===== src/rtl/pack_arb.sv =====
// Round-robin scheduler that locks one requester per packet and feeds its beats to a shared packer.
// Latency: one cycle from accept to the registered pk_* outputs; one beat per cycle, no inter-packet bubble.
// Backpressure: stall or an idle owner holds everything; req_rdy is combinational on req_vld/state/ptr/stall.
module pack_arb #(
  parameter int R    = 4,
  parameter int N    = 8,
  parameter int W    = 32,
  parameter int MAXB = 16
) (
  input  logic                 clk,
  input  logic                 rst,
  input  logic [R-1:0]         req_vld,
  input  logic [R-1:0]         req_last,
  input  logic [R*N-1:0]       req_mask,
  input  logic [R*N*W-1:0]     req_w,
  output logic [R-1:0]         req_rdy,
  input  logic                 stall,
  output logic                 pk_pass_r,
  output logic [N*W-1:0]       pk_w_r,
  output logic [N-1:0]         pk_vld_r,
  output logic [$clog2(R)-1:0] pk_src_r,
  output logic                 pk_last_r,
  output logic                 err_r
);

  localparam int SW = $clog2(R);
  localparam int BW = $clog2(MAXB + 1);

  typedef enum logic {IDLE = 1'b0, LOCK = 1'b1} state_t;

  state_t         state_q, state_d;
  logic [SW-1:0]  owner_q, owner_d;
  logic [SW-1:0]  ptr_q, ptr_d;
  logic [BW-1:0]  bcnt_q, bcnt_d;
  logic           pk_pass_q, pk_pass_d;
  logic           pk_last_q, pk_last_d;
  logic [SW-1:0]  pk_src_q, pk_src_d;
  logic [N-1:0]   pk_vld_q, pk_vld_d;
  logic [N*W-1:0] pk_w_q, pk_w_d;
  logic           err_q, err_d;

  logic [SW-1:0]  gnt_idx;
  logic           gnt_found;
  logic           acc;
  logic           acc_last;
  logic           forced;

  // Grant selection: owner while locked, otherwise first valid requester after ptr.
  always_comb begin
    gnt_idx   = owner_q;
    gnt_found = 1'b0;
    req_rdy   = '0;
    if (state_q == LOCK) begin
      gnt_found = ~stall;
    end else if (!stall) begin
      for (int k = 1; k <= R; k++) begin
        if (!gnt_found && req_vld[(int'(ptr_q) + k) % R]) begin
          gnt_found = 1'b1;
          gnt_idx   = SW'((int'(ptr_q) + k) % R);
        end
      end
    end
    if (gnt_found) req_rdy[gnt_idx] = 1'b1;
  end

  // Accept qualification and forced-release detection on the granted beat.
  always_comb begin
    acc      = gnt_found & req_vld[gnt_idx];
    acc_last = req_last[gnt_idx];
    if (state_q == LOCK) begin
      forced = acc & ~acc_last & ((int'(bcnt_q) + 1) == MAXB);
    end else begin
      forced = acc & ~acc_last & (MAXB == 1);
    end
  end

  // Next-state: lock bookkeeping, pointer update and packer-input capture.
  always_comb begin
    state_d   = state_q;
    owner_d   = owner_q;
    ptr_d     = ptr_q;
    bcnt_d    = bcnt_q;
    err_d     = err_q;
    pk_pass_d = acc;
    pk_last_d = acc & (acc_last | forced);
    pk_src_d  = pk_src_q;
    pk_vld_d  = pk_vld_q;
    pk_w_d    = pk_w_q;
    if (acc) begin
      pk_src_d = gnt_idx;
      pk_vld_d = req_mask[int'(gnt_idx)*N +: N];
      pk_w_d   = req_w[int'(gnt_idx)*N*W +: N*W];
      if (acc_last || forced) begin
        state_d = IDLE;
        ptr_d   = gnt_idx;
        bcnt_d  = '0;
      end else if (state_q == IDLE) begin
        state_d = LOCK;
        owner_d = gnt_idx;
        bcnt_d  = BW'(1);
      end else begin
        bcnt_d  = bcnt_q + BW'(1);
      end
      if (forced) err_d = 1'b1;
    end
  end

  // Control and output flops with synchronous reset.
  always_ff @(posedge clk) begin
    if (rst) begin
      state_q   <= IDLE;
      owner_q   <= '0;
      ptr_q     <= SW'(R - 1);
      bcnt_q    <= '0;
      err_q     <= 1'b0;
      pk_pass_q <= 1'b0;
      pk_last_q <= 1'b0;
      pk_src_q  <= '0;
      pk_vld_q  <= '0;
    end else begin
      state_q   <= state_d;
      owner_q   <= owner_d;
      ptr_q     <= ptr_d;
      bcnt_q    <= bcnt_d;
      err_q     <= err_d;
      pk_pass_q <= pk_pass_d;
      pk_last_q <= pk_last_d;
      pk_src_q  <= pk_src_d;
      pk_vld_q  <= pk_vld_d;
    end
  end

  // Beat data register; no reset since it is only meaningful alongside pk_pass_r.
  always_ff @(posedge clk) begin
    pk_w_q <= pk_w_d;
  end

  assign pk_pass_r = pk_pass_q;
  assign pk_last_r = pk_last_q;
  assign pk_src_r  = pk_src_q;
  assign pk_vld_r  = pk_vld_q;
  assign pk_w_r    = pk_w_q;
  assign err_r     = err_q;

endmodule


===== config.mk =====
export PLATFORM = sky130hd
export DESIGN_NAME = pack_arb
export DESIGN_NICKNAME = d
export VERILOG_FILES = /design/src/rtl/pack_arb.sv
export SDC_FILE = /design/constraint.sdc
export NUM_CORES = 1
export LEC_CHECK = 0
export ABC_AREA = 1
export CORE_AREA = 3 3 525 527
export DETAILED_ROUTE_END_ITERATION = 10
export DIE_AREA = 0 0 528 530
export HOLD_SLACK_MARGIN = 0.12
export PLACE_DENSITY = 0.3
export SYNTH_ARGS = -nofsm -noshare
export SYNTH_HDL_FRONTEND = slang
export SYNTH_SLANG_ARGS = --single-unit

===== constraint.sdc =====
create_clock -name clk -period 8.9 [get_ports clk]
set_input_delay 2.225 -clock clk [delete_from_list [all_inputs] [get_ports clk]]
set_output_delay 2.225 -clock clk [all_outputs]
set_load 0.01 [all_outputs]

# ---- Word-level counts from Yosys, hierarchy flattened
# Cells that the tools add are included.
dict set report totals {
  ff_bits 279
  inputBits 1067
}
dict set report classes {
  n_addsub 6
  n_lt_le_gt_ge 6
  eq_ne 1
  shifts 2
  n_mux 41
  bitwise 13
  reduce_logical 15
}
# cell n
set op_table {}
lappend op_table {{$shiftx 1024x11->256} 1}
lappend op_table {{$shiftx 32x6->8} 1}
lappend op_table {{$mux 1} 25}
lappend op_table {{$lt 3x4->1 const B} 4}
lappend op_table {{$bmux 1 s2} 6}
lappend op_table {{$mux 2} 6}
lappend op_table {{$mux 5} 2}
lappend op_table {{$reduce_or 2->1} 4}
lappend op_table {{$add 5x1->6 const B} 1}
lappend op_table {{$eq 6x5->1 const B} 1}
lappend op_table {{$add 5x1->5 const B} 1}
lappend op_table {{$add 2x1->2 const B} 2}
lappend op_table {{$add 2x2->2 const B} 2}
lappend op_table {{$and 1x1->1} 4}
lappend op_table {{$and 1x1->1 const A} 4}
lappend op_table {{$logic_and 1x1->1} 4}
lappend op_table {{$mux 4} 1}
lappend op_table {{$not 1->1} 4}
lappend op_table {{$reduce_and 2->1} 2}
lappend op_table {{$logic_not 1->1} 3}
lappend op_table {{$lt 2x3->1 const B} 1}
lappend op_table {{$reduce_and 3->1} 1}
lappend op_table {{$demux 1 s2} 1}
lappend op_table {{$ge 2x1->1 const B} 1}
lappend op_table {{2 further kinds} 2}

# ---- Logic depth before layout (Yosys ltp)
dict set report logic_depth {
  ltp_word 33
  mapped_depth 23
  mapped_depth_nobuf 21
}

# ---- Least setup slack after synthesis
# No wires, ideal clock.
dict set report synth_timing {
  kind {input port to flip-flop}
  startpoint {in req_vld[0]}
  endpoint {reg pk_w_q[0], in the netlist pk_w_r[0], enable pin}
  setup_time_ns 0.506
  arrival_time_ns 6.416
  path_slack_ns 1.977
  cell_stages 16
  path_buffers 1
  cell_sequence {nand2_1 -> nand2_1 -> nand2_1 -> nand2_2 -> nor2_4 -> nand3_2 -> o21ai_1 -> inv_1 -> nand2_2 -> nand2_2 -> o21ai_4 -> nand2_1 -> nand2_1 -> nand2_2 -> inv_2 -> buf_2}
}
dict set report synth_between {
  elab_chain_cells 24
}
# item line
set synth_lines {}
lappend synth_lines {{start, declared} 12} ;# input logic [R-1:0] req_vld,
lappend synth_lines {{$bmux 1 s2} 57} ;# if (!gnt_found && req_vld[(int'(ptr_q) + k) % R]) begin
lappend synth_lines {{$mux 1 (not written as such) (2 in series)} 57}
lappend synth_lines {{$mux 1} 57}
lappend synth_lines {{$mux 1} 55} ;# end else if (!stall) begin
lappend synth_lines {{$mux 1} 53} ;# if (state_q == LOCK) begin
lappend synth_lines {{$logic_not 1->1} 57}
lappend synth_lines {{$logic_and 1x1->1} 57}
lappend synth_lines {{$mux 1} 57}
lappend synth_lines {{[... 8 more ...]} --}
lappend synth_lines {{$logic_and 1x1->1} 57}
lappend synth_lines {{$mux 2} 57}
lappend synth_lines {{$mux 2} 55}
lappend synth_lines {{$mux 2} 53}
lappend synth_lines {{$bmux 1 s2} 68} ;# acc = gnt_found & req_vld[gnt_idx];
lappend synth_lines {{$mux 1 (not written as such)} 68}
lappend synth_lines {{$and 1x1->1 *} 68}
lappend synth_lines {{net acc} 44} ;# logic acc;
lappend synth_lines {{end signal, assigned} 135} ;# pk_w_q <= pk_w_d;
lappend synth_lines {{end, declared} 39} ;# logic [N*W-1:0] pk_w_q, pk_w_d;
# Mark *: on every way through the listed nets, which the timed path passes. The rest lies on a longest branch. The select of a mux whose other input is x is not followed.
# A chain may end at the register's enable or synchronous reset.

# ---- Final worst setup path
dict set report layout_timing {
  startpoint {in req_vld[1]}
  endpoint {out req_rdy[3]}
}
dict set report layout_between {
  elab_chain_cells 26
}
# item line
set layout_lines {}
lappend layout_lines {{$bmux 1 s2} 57}
lappend layout_lines {{$mux 1 (not written as such) (2 in series)} 57}
lappend layout_lines {{$mux 1} 57}
lappend layout_lines {{$mux 1} 55}
lappend layout_lines {{$mux 1} 53}
lappend layout_lines {{$logic_not 1->1} 57}
lappend layout_lines {{$logic_and 1x1->1} 57}
lappend layout_lines {{$mux 1} 57}
lappend layout_lines {{[... 9 more ...]} --}
lappend layout_lines {{$mux 2} 57}
lappend layout_lines {{$mux 2} 55}
lappend layout_lines {{$mux 2} 53}
lappend layout_lines {{$lt 2x3->1 (not written as such) or $ge 2x1->1 (tied branches)} 63} ;# if (gnt_found) req_rdy[gnt_idx] = 1'b1;
lappend layout_lines {{$logic_and 1x1->1 (not written as such)} 63}
lappend layout_lines {{$mux 1 (not written as such)} 63}
lappend layout_lines {{$demux 1 s2} 63}
lappend layout_lines {{$mux 4 *} 63}
lappend layout_lines {{end, declared} 16} ;# output logic [R-1:0] req_rdy,
# Every way passes the cells marked *; elsewhere a longest branch is shown, timed or not. The select of a mux whose other input is x is not followed.

==> run metrics <==
warnings from Yosys=0; ys async rst share=0; post-synthesis cell count=1,707; Crit. End Element=output port; final HPWL from detailed placement=184 mm; number of port buffers=1,339; power after layout=12.5 mW; register clock-pin slew on the reported worst setup and hold paths=0.05 ns; Final Max Slew Viols=0; mean instance size in the synthesized netlist=9.09 µm²; count of maximum capacitance violations=0; Max Clk Rate=138 MHz; Critical-path top delay cell=clkdlybuf4s50_1; area enclosed by the die boundary=280,000 µm²; width of the die=528 µm; worst-margin pin slew=1.11 ns; antenna violations before repair=273; global route total overflow=0; library cells used by synthesis=32; critical path's most frequent cell=nand2_1; Die Ht=530 µm; I/O pin count=1,340; buffers inserted during post-CTS setup optimization=0; leakage power total=11.6 nW; Setup CP Type=primary input to output port; post-route cell area=34,700 µm²; summed instance area of the synthesized netlist=15,500 µm²; launching element type of the critical path=primary input; final setup TNS=0 ns; headroom to the max-slew limit=0.261; number of global-route vias before repair=21,375; dominant synthesized flop cell=edfxtp_1; clock latency reported for the late side of the worst-skew pair=0.68 ns; data required time of the critical path=6.68 ns; CTS Sinks=279; Max Buffers Root-to-Sink=3; number of buffers created by CTS=46; WL per Instance=32.3 µm; share of cells above drive strength 1=0.0431; cell type group with the largest total delay on the critical path=simple AND/OR/NAND/NOR gates; maximum fanout count along the critical path=40; number of DRC violations after detailed-routing iteration 0=1,539; Bufs and invs on worst path=3; ratio of total power to cell area=359 nW/µm²; unrepaired setup endpoints after global routing=no; synth-to-layout area growth=124%; first-pass GRT wire length=260 mm; worst path cell trace=clkdlybuf4s50_1, inv_1, nand2_1, nand3_1, nand2_2, nor2_4, nand3_2, nand2_1, nand2_1, nand2_1, nand2_2, nand2_8, nand2_1, nor2_1, clkdlybuf4s50_1; clock tree from TritonCTS=yes; root buf cell=clkbuf_16; core outline area=271,000 µm²; count of hold buffers inserted by post-cts repair=0; most frequent standard cell in the layout excluding fill and tap cells=clkdlybuf4s50_1; Final Skew=0.0351 ns; Hold Vio Cnt, Final=0; Initial DRT Pass Iterations=5; via count normalized by instance count=3.19; final weighted congestion of routability-driven global placement=0.881; DRT Wirelength=214 mm; post-synth net total=2,775; layout filler cell count=31,015; Remaining DRCs=0; run status=finished, final reports clean; final clock period utilization by the worst path=0.817; EDFF count, synth=256; slowest cell delay on critical path=0.55 ns; Antenna Violating Nets Remaining=0; synthesis-stage register bit count=279; worst voltage drop across the vdd grid=0.187 mV; Vias=21,097; Total Nets Final=4,048; overall fraction of global-route tracks in use=0.145; arrival time reported for the critical path endpoint=5.05 ns; setup violators final=0; cell area after placement=33,100 µm²; Clock H-tree levels=2; commonest non-fill, non-tap cells in the layout=clkdlybuf4s50_1 (1,339), nand3_1 (543), nand2_1 (361); clock period minus worst slack=7.27 ns; number of standard-cell rows in the floorplan=191; part of the Yosys area used for sequential elements=0.525; largest net degree at the start of global routing=95; Min-Delay Path Class=flop to flop; starting utilization of the core area=0.0573; Resized cells post-CTS=0
[report_power, final]
group,switching (mW),internal (mW)
Sequential,0.271,2.58
Combinational,4.98,2.63
Clock,0.845,1.15
Total,6.10,6.36
[through the flow]
step,worst slack (ns),hold slack (ns),std cells,utilization
3_5_place_dp,1.60,0.461,6502,0.122
2_1_floorplan,1.98,0.455,1707,-
5_1_grt,1.39,0.497,6599,0.128
6_report,1.63,0.470,6622,0.128
4_1_cts,1.59,0.473,6584,0.128
3_3_place_gp,1.52,0.449,6502,0.122
[cell families after synthesis]
logic type	Yosys count	share of synthesized area
buffers and inverters	179	0.0553
adders and majority gates	1	0.000806
AOI/OAI and AO/OA	286	0.136
and+or+nand+nor	962	0.283
DFF	279	0.525
[sequential cells by signal (all words and copies together) (netlist names)]
name       cells
err_r          1
state_q        1
pk_vld_r       8
pk_src_r       2
bcnt_q         5
pk_last_r      1
owner_q        2
ptr_q          2
pk_pass_r      1
pk_w_r       256
[worst paths after layout]
kind | start | endpoint | slack (ns) | depth (start not counted)
min reg2reg | pk_src_r[1]$_SDFFE_PP0P_ | pk_src_r[1]$_SDFFE_PP0P_ | 0.47 | 2
max reg2reg | ptr_q[0]$_SDFFE_PP1P_ | pk_w_r[117]$_DFFE_PP_ | 4.07 | 16
max | req_vld[1] | req_rdy[3] | 1.63 | 15
min | pk_src_r[1]$_SDFFE_PP0P_ | pk_src_r[1]$_SDFFE_PP0P_ | 0.47 | 2
[worst register-to-register path, stage by stage (launching register included)]
cell and delay (ns):
dfxtp_1 0.66, inv_2 0.21, nand2_1 0.10, nand2_1 0.14
nand2_2 0.14, nand2_2 0.09, nor2_4 0.12, nand2_1 0.09
o21ai_1 0.13, inv_1 0.10, a21oi_4 0.22, buf_4 0.53
nand2_1 0.11, nand2_1 0.10, nand2_2 0.39, inv_8 0.63
buf_4 0.71
[cell type report]
class	count	area, µm²	area share
multi-input combinational	1249	6540	0.188
clock inverter	31	370	0.0107
sequential	279	8150	0.234
inverter	25	109	0.00313
antenna	38	95.1	0.00274
clock buffer	51	1170	0.0337
tap	3570	4470	0.129
timing repair buffer	1379	13900	0.399
[metal layers]
metal | GRT usage | wire length (µm) | vias to the layer above
li1 | - | - | 8979
met1 | 0.165 | 82300 | 10017
met2 | 0.232 | 95000 | 1386
met3 | 0.0811 | 27700 | 511
met4 | 0.0377 | 7340 | 204
met5 | 0 | 1280 | -
[cells in the mapped netlist (3+ instances only)]
| cell | n | area (µm²) |
|---|---|---|
| a21oi_1 | 10 | 50.1 |
| a22oi_1 | 256 | 1920 |
| buf_1 | 9 | 33.8 |
| buf_2 | 62 | 310 |
| buf_4 | 21 | 158 |
| buf_6 | 4 | 45.0 |
| clkbuf_1 | 58 | 218 |
| dfxtp_1 | 23 | 460 |
| edfxtp_1 | 256 | 7690 |
| inv_1 | 20 | 75.1 |
| inv_2 | 5 | 18.8 |
| nand2_1 | 361 | 1360 |
| nand2_2 | 9 | 56.3 |
| nand3_1 | 543 | 2720 |
| nand4_1 | 3 | 18.8 |
| nor2_1 | 26 | 97.6 |
| nor3_1 | 11 | 55.1 |
| o21ai_0 | 9 | 45.0 |
| o21ai_1 | 5 | 25.0 |
(Power assumes the default switching activity.)
